**src/rtl/cpu_types_pkg.sv**
```systemverilog
// Shared types for the instruction/data memory arbiter: data word, RAM status,
// arbiter FSM state and the grant owner used by the optional round-robin mode.
package cpu_types_pkg;

    localparam int WORD_W = 32;

    typedef logic [WORD_W-1:0] word_t;

    typedef enum logic [1:0] {
        FREE   = 2'd0,
        BUSY   = 2'd1,
        ACCESS = 2'd2,
        ERROR  = 2'd3
    } ramstate_t;

    typedef enum logic [1:0] {
        IDLE = 2'd0,
        IACC = 2'd1,
        DACC = 2'd2
    } arb_state_t;

    typedef enum logic {
        GRANT_INSTR = 1'b0,
        GRANT_DATA  = 1'b1
    } grant_t;

    // A data-side request is pending when either strobe is up; a write wins when both are.
    function automatic logic data_pending(input logic ren, input logic wen);
        return ren | wen;
    endfunction

endpackage

```
**src/rtl/mem_arbiter_if.sv**
```systemverilog
// Bundle of the cache-side request/response signals and the RAM-side strobes/status.
// The arbiter uses the slave modport; the caches plus RAM model use the master modport.
interface mem_arbiter_if;
    import cpu_types_pkg::*;

    // instruction cache side
    logic      iREN;
    word_t     iaddr;
    logic      iwait;
    word_t     iload;

    // data cache side
    logic      dREN;
    logic      dWEN;
    word_t     daddr;
    word_t     dstore;
    logic      dwait;
    word_t     dload;

    // RAM side
    logic      ramREN;
    logic      ramWEN;
    word_t     ramaddr;
    word_t     ramstore;
    word_t     ramload;
    ramstate_t ramstate;

    modport slave (
        input  iREN, iaddr, dREN, dWEN, daddr, dstore, ramload, ramstate,
        output iwait, iload, dwait, dload, ramREN, ramWEN, ramaddr, ramstore
    );

    modport master (
        output iREN, iaddr, dREN, dWEN, daddr, dstore, ramload, ramstate,
        input  iwait, iload, dwait, dload, ramREN, ramWEN, ramaddr, ramstore
    );

endinterface

```
**src/rtl/mem_arbiter.sv**
```systemverilog
// Arbitrates a single RAM port between instruction and data caches (IDLE/IACC/DACC FSM).
// Define ARB_RR_EN to alternate grants on contention; otherwise data always wins.
module mem_arbiter
    import cpu_types_pkg::*;
(
    input  logic         CLK,
    input  logic         RST,
    mem_arbiter_if.slave cif
);

    arb_state_t state;
    arb_state_t next_state;
    logic       data_req;

`ifdef ARB_RR_EN
    grant_t     last_grant;
    grant_t     next_last_grant;
`endif

    // NOTE: state registers use non-blocking assignments so every flop samples pre-edge values.
    always_ff @(posedge CLK) begin
        if (RST) begin
            state      <= IDLE;
`ifdef ARB_RR_EN
            last_grant <= GRANT_INSTR;
`endif
        end else begin
            state      <= next_state;
`ifdef ARB_RR_EN
            last_grant <= next_last_grant;
`endif
        end
    end

    // NOTE: every output gets a default before the case so no path can infer a latch.
    always_comb begin
        next_state   = state;
        data_req     = data_pending(cif.dREN, cif.dWEN);
        cif.iwait    = 1'b1;
        cif.iload    = '0;
        cif.dwait    = 1'b1;
        cif.dload    = '0;
        cif.ramREN   = 1'b0;
        cif.ramWEN   = 1'b0;
        cif.ramaddr  = '0;
        cif.ramstore = '0;
`ifdef ARB_RR_EN
        next_last_grant = last_grant;
`endif

        case (state)
            IDLE: begin
                // Grant is only registered here; the RAM is not touched until the next cycle.
                if (data_req && cif.iREN) begin
`ifdef ARB_RR_EN
                    next_state = (last_grant == GRANT_INSTR) ? DACC : IACC;
`else
                    next_state = DACC;
`endif
                end else if (data_req) begin
                    next_state = DACC;
                end else if (cif.iREN) begin
                    next_state = IACC;
                end
            end

            IACC: begin
                if (!cif.iREN) begin
                    next_state = IDLE;
                end else begin
                    cif.ramREN  = 1'b1;
                    cif.ramaddr = cif.iaddr;
                    if (cif.ramstate == ACCESS) begin
                        cif.iwait  = 1'b0;
                        cif.iload  = cif.ramload;
                        next_state = IDLE;
`ifdef ARB_RR_EN
                        next_last_grant = GRANT_INSTR;
`endif
                    end
                end
            end

            DACC: begin
                if (!data_req) begin
                    next_state = IDLE;
                end else begin
                    cif.ramaddr  = cif.daddr;
                    cif.ramstore = cif.dstore;
                    cif.ramWEN   = cif.dWEN;
                    cif.ramREN   = cif.dREN & ~cif.dWEN;
                    if (cif.ramstate == ACCESS) begin
                        cif.dwait  = 1'b0;
                        cif.dload  = cif.dWEN ? '0 : cif.ramload;
                        next_state = IDLE;
`ifdef ARB_RR_EN
                        next_last_grant = GRANT_DATA;
`endif
                    end
                end
            end

            default: next_state = IDLE;
        endcase
    end

endmodule
```
**src/flat_wrapper.sv**
```systemverilog
// flat-port wrapper written by rule: the top's interface ports become plain ports
module mem_arbiter_flat import cpu_types_pkg::*;
  (CLK, RST, cif_iREN, cif_iaddr, cif_dREN, cif_dWEN, cif_daddr, cif_dstore, cif_ramload, cif_ramstate, cif_iwait, cif_iload, cif_dwait, cif_dload, cif_ramREN, cif_ramWEN, cif_ramaddr, cif_ramstore);
  mem_arbiter_if cif_i ();
  input  logic CLK;
  input  logic RST;
  input wire logic [$bits(cif_i.iREN)-1:0] cif_iREN;
  input wire logic [$bits(cif_i.iaddr)-1:0] cif_iaddr;
  input wire logic [$bits(cif_i.dREN)-1:0] cif_dREN;
  input wire logic [$bits(cif_i.dWEN)-1:0] cif_dWEN;
  input wire logic [$bits(cif_i.daddr)-1:0] cif_daddr;
  input wire logic [$bits(cif_i.dstore)-1:0] cif_dstore;
  input wire logic [$bits(cif_i.ramload)-1:0] cif_ramload;
  input wire logic [$bits(cif_i.ramstate)-1:0] cif_ramstate;
  output wire logic [$bits(cif_i.iwait)-1:0] cif_iwait;
  output wire logic [$bits(cif_i.iload)-1:0] cif_iload;
  output wire logic [$bits(cif_i.dwait)-1:0] cif_dwait;
  output wire logic [$bits(cif_i.dload)-1:0] cif_dload;
  output wire logic [$bits(cif_i.ramREN)-1:0] cif_ramREN;
  output wire logic [$bits(cif_i.ramWEN)-1:0] cif_ramWEN;
  output wire logic [$bits(cif_i.ramaddr)-1:0] cif_ramaddr;
  output wire logic [$bits(cif_i.ramstore)-1:0] cif_ramstore;
  assign cif_i.iREN = cif_iREN;
  assign cif_i.iaddr = cif_iaddr;
  assign cif_i.dREN = cif_dREN;
  assign cif_i.dWEN = cif_dWEN;
  assign cif_i.daddr = cif_daddr;
  assign cif_i.dstore = cif_dstore;
  assign cif_i.ramload = cif_ramload;
  assign cif_i.ramstate = cif_ramstate;
  assign cif_iwait = cif_i.iwait;
  assign cif_iload = cif_i.iload;
  assign cif_dwait = cif_i.dwait;
  assign cif_dload = cif_i.dload;
  assign cif_ramREN = cif_i.ramREN;
  assign cif_ramWEN = cif_i.ramWEN;
  assign cif_ramaddr = cif_i.ramaddr;
  assign cif_ramstore = cif_i.ramstore;
  mem_arbiter u_core (.CLK(CLK), .RST(RST), .cif(cif_i));
endmodule
```
**config.mk**
```make
export PLATFORM = sky130hd
export DESIGN_NAME = mem_arbiter_flat
export DESIGN_NICKNAME = d
export VERILOG_FILES = /design/src/rtl/cpu_types_pkg.sv /design/src/rtl/mem_arbiter_if.sv /design/src/rtl/mem_arbiter.sv /design/src/flat_wrapper.sv
export SDC_FILE = /design/constraint.sdc
export NUM_CORES = 1
export LEC_CHECK = 0
export ABC_CLOCK_PERIOD_IN_PS = 1800
export CORE_AREA = 10 10 94 96
export DETAILED_ROUTE_END_ITERATION = 10
export DIE_AREA = 0 0 104 106
export DONT_BUFFER_PORTS = 1
export PLACE_DENSITY = 0.33
export SLEW_MARGIN = 20
export SYNTH_ARGS = -nofsm -noshare
export SYNTH_HDL_FRONTEND = slang
export SYNTH_SLANG_ARGS = --single-unit
```
**constraint.sdc**
```tcl
create_clock -name CLK -period 1.8 [get_ports CLK]
set_input_delay 0.27 -clock CLK [delete_from_list [all_inputs] [get_ports CLK]]
set_output_delay 0.27 -clock CLK [all_outputs]
set_load 0.1 [all_outputs]
```
==> run metrics, run 1 <==
status=complete, but fails checks; violated checks=setup timing; Seq/Total Area, Yosys=0.0277; unrepaired setup endpoints after global routing=yes; Fillers=between 300 and 400; row cnt=31; nets=roughly 520; Via Count=2420; Synth Register Bits=2; Initial Util=0.205; Post-synth top cells=65 x and2_1, 33 x nor2b_1, 32 x a22oi_1, 32 x and3_1, 7 x buf_2; Post-route DRC=0; Worst path slowest cell=dfxtp_4; Chip Height=106 um; Synth cell types=27; CTS tree=yes; top flop regs=u_core.state (2); Layout Skew=roughly 0.0055 ns; fmax=roughly 0.51 GHz; Biggest register=u_core.state; worst path cell trace=inv_4, ha_4, nand3b_1, nor2_4, buf_6, buf_16, and2_4, buf_12; clk_lat worst skew=about 0.21 ns; CTS H-tree lvls=1; setup_tns=-9.86 ns; critical path peak fanout=8; final core occ=0.808; worst slew pin tran=slightly below 0.3 ns; Peak supply drop=0.264 mV; Top delay family on crit path=buffers and inverters; Max-cap violations=0; Post-CTS Hold Buffers=0; min cycle time layout=approximately 2.0 ns; ys async rst share=0; largest net degree at the start of global routing=24; slowest cell delay on critical path=approximately 0.34 ns; drt wl/cell=29.4 um; antenna diode count=0; synthesized instance count=214; die width=roughly 100 um; WP data required=around 1.5 ns; Via density=between 5 and 6; CP endpoint kind=output port; GPL Wtd Cong=0.822; max reg flops=2; CP arrival=1.68 ns; CTS buffer count=3; Lkg Pwr=around 2.2 nW; CTS max path bufs=2; Final WS setup=-0.151 ns; startpoint class of the critical path=register; dpl cell area=about 4500 um2; Clock Sinks=2; I/O Pins=267; Tcrit/Tclk final=1.08; design area=approximately 5700 um2; Synth area leaders=and2_1 28%, a22oi_1 17%, nor2b_1 14%; final setup fails=about 120; Clock transition at path regs=around 0.030 ns; kind of critical path=reg -> out; Pre-Repair DR Iteration Count=4; Die Area=~11000 um2; Routed WL=between 10000 and 15000 um; Top FF cell, synth=dfxtp_1; final max-slew violation count=0; Synth-to-Final Area Change=294%; power per standard cell area=about 440 nW/um2; post-detail-place hpwl=approximately 9700 um; global-route wire length before repair=approximately 20000 um; most common cell in the netlist=and2_1; port buffer count=0; Setup WS pre-CTS=-0.185 ns; area share of the largest cell type after synthesis=0.281; DR iter-0 viols=79; crit path buf inv count=4; yosys warns=0; Synth Cell Area=roughly 1400 um2; layout cells sized above 1=0.963; Rel. slew slack=0.808; gr usage total=0.230; Mapped Nets=353; Post-synth EDFFs=0; Core Box Area=about 7000 um2; initial antenna violation count=0; Post-Syn Area per Cell=6.76 um2; vias in the first global route=around 2700; ANT nets after route=0; gr ovfl total=0; area leader, netlist=and2_1; Hold Crit Class=in -> reg; Hold Violations, Final=0; root buffer cell=clkbuf_8
==> final cells by class <==
type                       count  area [um2]  area share
multi-input combinational    192        2110       0.370
inverter                       4        20.0     0.00351
sequential                     2        47.5     0.00834
clock buffer                   3        41.3     0.00724
timing repair buffer         180        3360       0.590
tap                           99         124      0.0217
==> per-layer routing <==
metal / part of all wire / routed length [um] / GRT usage
met1: 0.33 / 4640 / 0.220
met3: 0.091 / 1290 / 0.0912
met5: 0 / 0 / 0
met4: 0.0070 / 99 / 0.0298
met2: 0.57 / 8080 / 0.462
==> report_power, final <==
| part | switching (W) | internal (W) | total (W) |
|---|---|---|---|
| clock network | 0.0000373 | 0.000142 | 0.000179 |
| registers | 0.00000769 | 0.0000505 | 0.0000581 |
| logic | 0.00124 | 0.00103 | 0.00227 |
| total | 0.00128 | 0.00122 | 0.00251 |
==> worst reg2reg max path: cells and delay by family, from the launching register on <==
family                     cells  cell delay [ns]
DFF                            1             0.35
adders and majority gates      1             0.13
AOI/OAI and AO/OA              2             0.35
buffers and inverters          4             0.44
and+or+nand+nor                1             0.21
==> cell usage in the layout, fill, tap and decap left out, types with 3 or more instances in the layout <==
cell / Yosys / layout
nor2b_4: 0 / 32
buf_16: 0 / 10
buf_12: 0 / 136
clkbuf_16: 0 / 3
and2_4: 1 / 72
a22oi_2: 0 / 32
buf_6: 2 / 11
ha_4: 0 / 3
buf_4: 0 / 18
clkbuf_8: 0 / 3
and3_4: 0 / 32
==> worst paths after layout <==
path	slack [ns]	from	cells past startpoint	endpoint
max reg2reg	0.23	u_core.state[1]	8	u_core.state[1]
min	0.11	RST	1	u_core.state[0]
max	-0.15	u_core.state[0]	8	cif_dload[2]
min reg2reg	0.71	u_core.state[1]	4	u_core.state[1]
==> kinds of logic (layout without fill, tap and decap cells) <==
| logic type | count (synthesis) | after routing | share of synthesized area |
|---|---|---|---|
| AO/OA/AOI/OAI | 40 | 40 | 0.224 |
| adder cells (fa/ha/maj) | 4 | 4 | 0.0346 |
| buffers and inverters | 27 | 187 | 0.107 |
| flip-flops | 2 | 2 | 0.0277 |
| AND/OR/NAND/NOR | 141 | 148 | 0.606 |
==> timing repair <==
action	CTS	global route
pin swaps	29	55
resized for setup	137	47
setup endpoints to repair	130	130
buffers inserted	21	7
gates cloned	15	6
==> metrics by stage <==
stage | total power [W] | instances | hold WS [ns]
floorplan | 0.00124 | 214 | 0.325
global placement | 0.00176 | 431 | 0.328
detailed placement | 0.00179 | 431 | 0.327
CTS | 0.00247 | 470 | 0.106
global route | 0.00258 | 480 | 0.101
finish | 0.00251 | 480 | 0.107
(Power assumes the default switching activity.)
==> run 2, diff against run 1 <==
--- a/config.mk
+++ b/config.mk
@@ -15,3 +15,4 @@
 export SYNTH_ARGS = -nofsm -noshare
 export SYNTH_HDL_FRONTEND = slang
 export SYNTH_SLANG_ARGS = --single-unit
+export TNS_END_PERCENT = 10
==> run metrics, run 2 (synthesis gave the netlist of run 1 again) <==
I/O Pins=between 200 and 300; highest routed layer=met4; top flop regs=u_core.state (2); combinational fraction of design power=0.892; Worst path slowest cell=dfxtp_4; GPL Wtd Cong=about 0.78; gr usage total=0.196; Hold Violations, Final=0; Core Box Area=just over 7000 um2; WL met3=roughly 1100 um; worst path cell trace=inv_4, ha_4, and2_4, buf_6, clkbuf_16, a22oi_2, nor2b_4, buf_12; crit path buf inv count=4; Final WS setup=-0.150 ns; most frequent cells in the layout=140 x buf_12, 63 x and2_4, 31 x a22oi_2, 31 x and3_4, 30 x nor2b_4; worst r2r src=u_core.state[0]; status=complete, but fails checks; crit path from=u_core.state[1]; Clock transition at path regs=0.03 ns; port buffer count=0; Initial Util=0.205; CP endpoint kind=output port; vias in the first global route=between 2000 and 2500; final max-slew violation count=0; fmax=slightly above 0.5 GHz; slowest cell delay on critical path=0.37 ns; Chip Height=106 um; root buffer cell=clkbuf_8; switching part of the total power=0.541; clk_lat worst skew=between 0.2 and 0.25 ns; die width=about 100 um; nets=495; Die Area=approximately 11000 um2; Clock Sinks=2; CTS buffer count=3; largest net degree at the start of global routing=33; Post-CTS Hold Buffers=0; Setup WS pre-CTS=-0.0101 ns; drt wl/cell=27.7 um; CTS max path bufs=2; Pre-Repair DR Iteration Count=4; worst slew pin tran=roughly 0.33 ns; Routed WL=12600 um; DR iter-0 viols=just under 70; Tcrit/Tclk final=1.08; HP Start=RST; sequential power share=0.027; Met1 Wirelength=roughly 4000 um; gr ovfl total=0; Clock Power Share=0.082; row cnt=31; Top delay family on crit path=buffers and inverters; ANT nets after route=0; critical path peak fanout=4; Lkg Pwr=slightly below 2 nW; initial antenna violation count=0; worst hold margin=between 0.1 and 0.15 ns; Pint=~0.0010 W; violated checks=setup timing; CTS tree=yes; Via Count=about 2200; Peak supply drop=0.300 mV; min cycle time layout=~2.0 ns; Inst Count DP=434; CP arrival=approximately 1.7 ns; max reg flops=2; kind of critical path=reg -> out; Synth-to-Final Area Change=268%; Post-Layout Cell Count=453; power per standard cell area=between 400 and 500 nW/um2; Via density=just under 5; Fillers=approximately 470; CTS H-tree lvls=1; final core occ=0.754; Rel. slew slack=0.777; Max-cap violations=0; Layout Skew=roughly 0.0014 ns; commonest non-fill, non-tap cell in the layout=buf_12; global-route wire length before repair=around 17000 um; Biggest register=u_core.state; unrepaired setup endpoints after global routing=yes; Post-route DRC=0; startpoint class of the critical path=register; detailed-routed wire length on met2=7380 um; final setup fails=between 100 and 150; overall power=approximately 0.0022 W; WP data required=between 1.5 and 2 ns; antenna diode count=0; Psw=approximately 0.0012 W; layout cells sized above 1=0.944; Hold Crit Class=in -> reg; post-detail-place hpwl=~9500 um
==> run 2: worst reg2reg max path, cell delays in order (launching register included) <==
cell and delay, ns:
dfxtp_4 0.35, inv_4 0.07, ha_4 0.14, o21a_4 0.22, buf_16 0.18, buf_4 0.14, o211ai_2 0.09, a221oi_2 0.23
==> run 2: routing by layer <==
layer  up-vias  GRT usage
met4         0     0.0338
met5         -          0
li1       1017          -
met1      1051      0.185
met2       128      0.395
met3         8     0.0761
==> run 2: cell type report <==
class / count / area (um2) / share of cell area
timing repair buffer: 160 / 3110 / 0.584
multi-input combinational: 185 / 1980 / 0.372
tap: 99 / 124 / 0.0233
sequential: 2 / 47.5 / 0.00893
clock buffer: 3 / 41.3 / 0.00775
inverter: 4 / 20.0 / 0.00376
==> run 2: worst paths after layout <==
path	slack, ns	to	cells after the start
max	-0.15	cif_ramaddr[29]	8
min	0.11	u_core.state[0]	1
max reg2reg	0.29	u_core.state[1]	7
min reg2reg	0.61	u_core.state[1]	3
==> run 2: power groups by stage <==
stage          registers [W]  clock network, W  logic (W)
2_1_floorplan      0.0000537                 0    0.00116
3_3_place_gp       0.0000534                 0    0.00171
3_5_place_dp       0.0000541                 0    0.00172
4_1_cts            0.0000573          0.000184    0.00195
5_1_grt            0.0000603          0.000189    0.00202
6_report           0.0000593          0.000180    0.00197
==> run 2: through the flow <==
stage | cell area, um2 | setup TNS, ns
2_1_floorplan | 1690 | -24.20
3_3_place_gp | 4450 | 0
3_5_place_dp | 4450 | -0.0182
4_1_cts | 5000 | -7.96
5_1_grt | 5330 | -15.59
6_report | 5330 | -9.79
==> run 2: timing repair <==
| action | in CTS | in global routing |
|---|---|---|
| pin swaps | 58 | 44 |
| setup endpoints to repair | 129 | 130 |
| resized for setup | 119 | 37 |
| setup buffers | 1 | 9 |
| gates cloned | 3 | 4 |
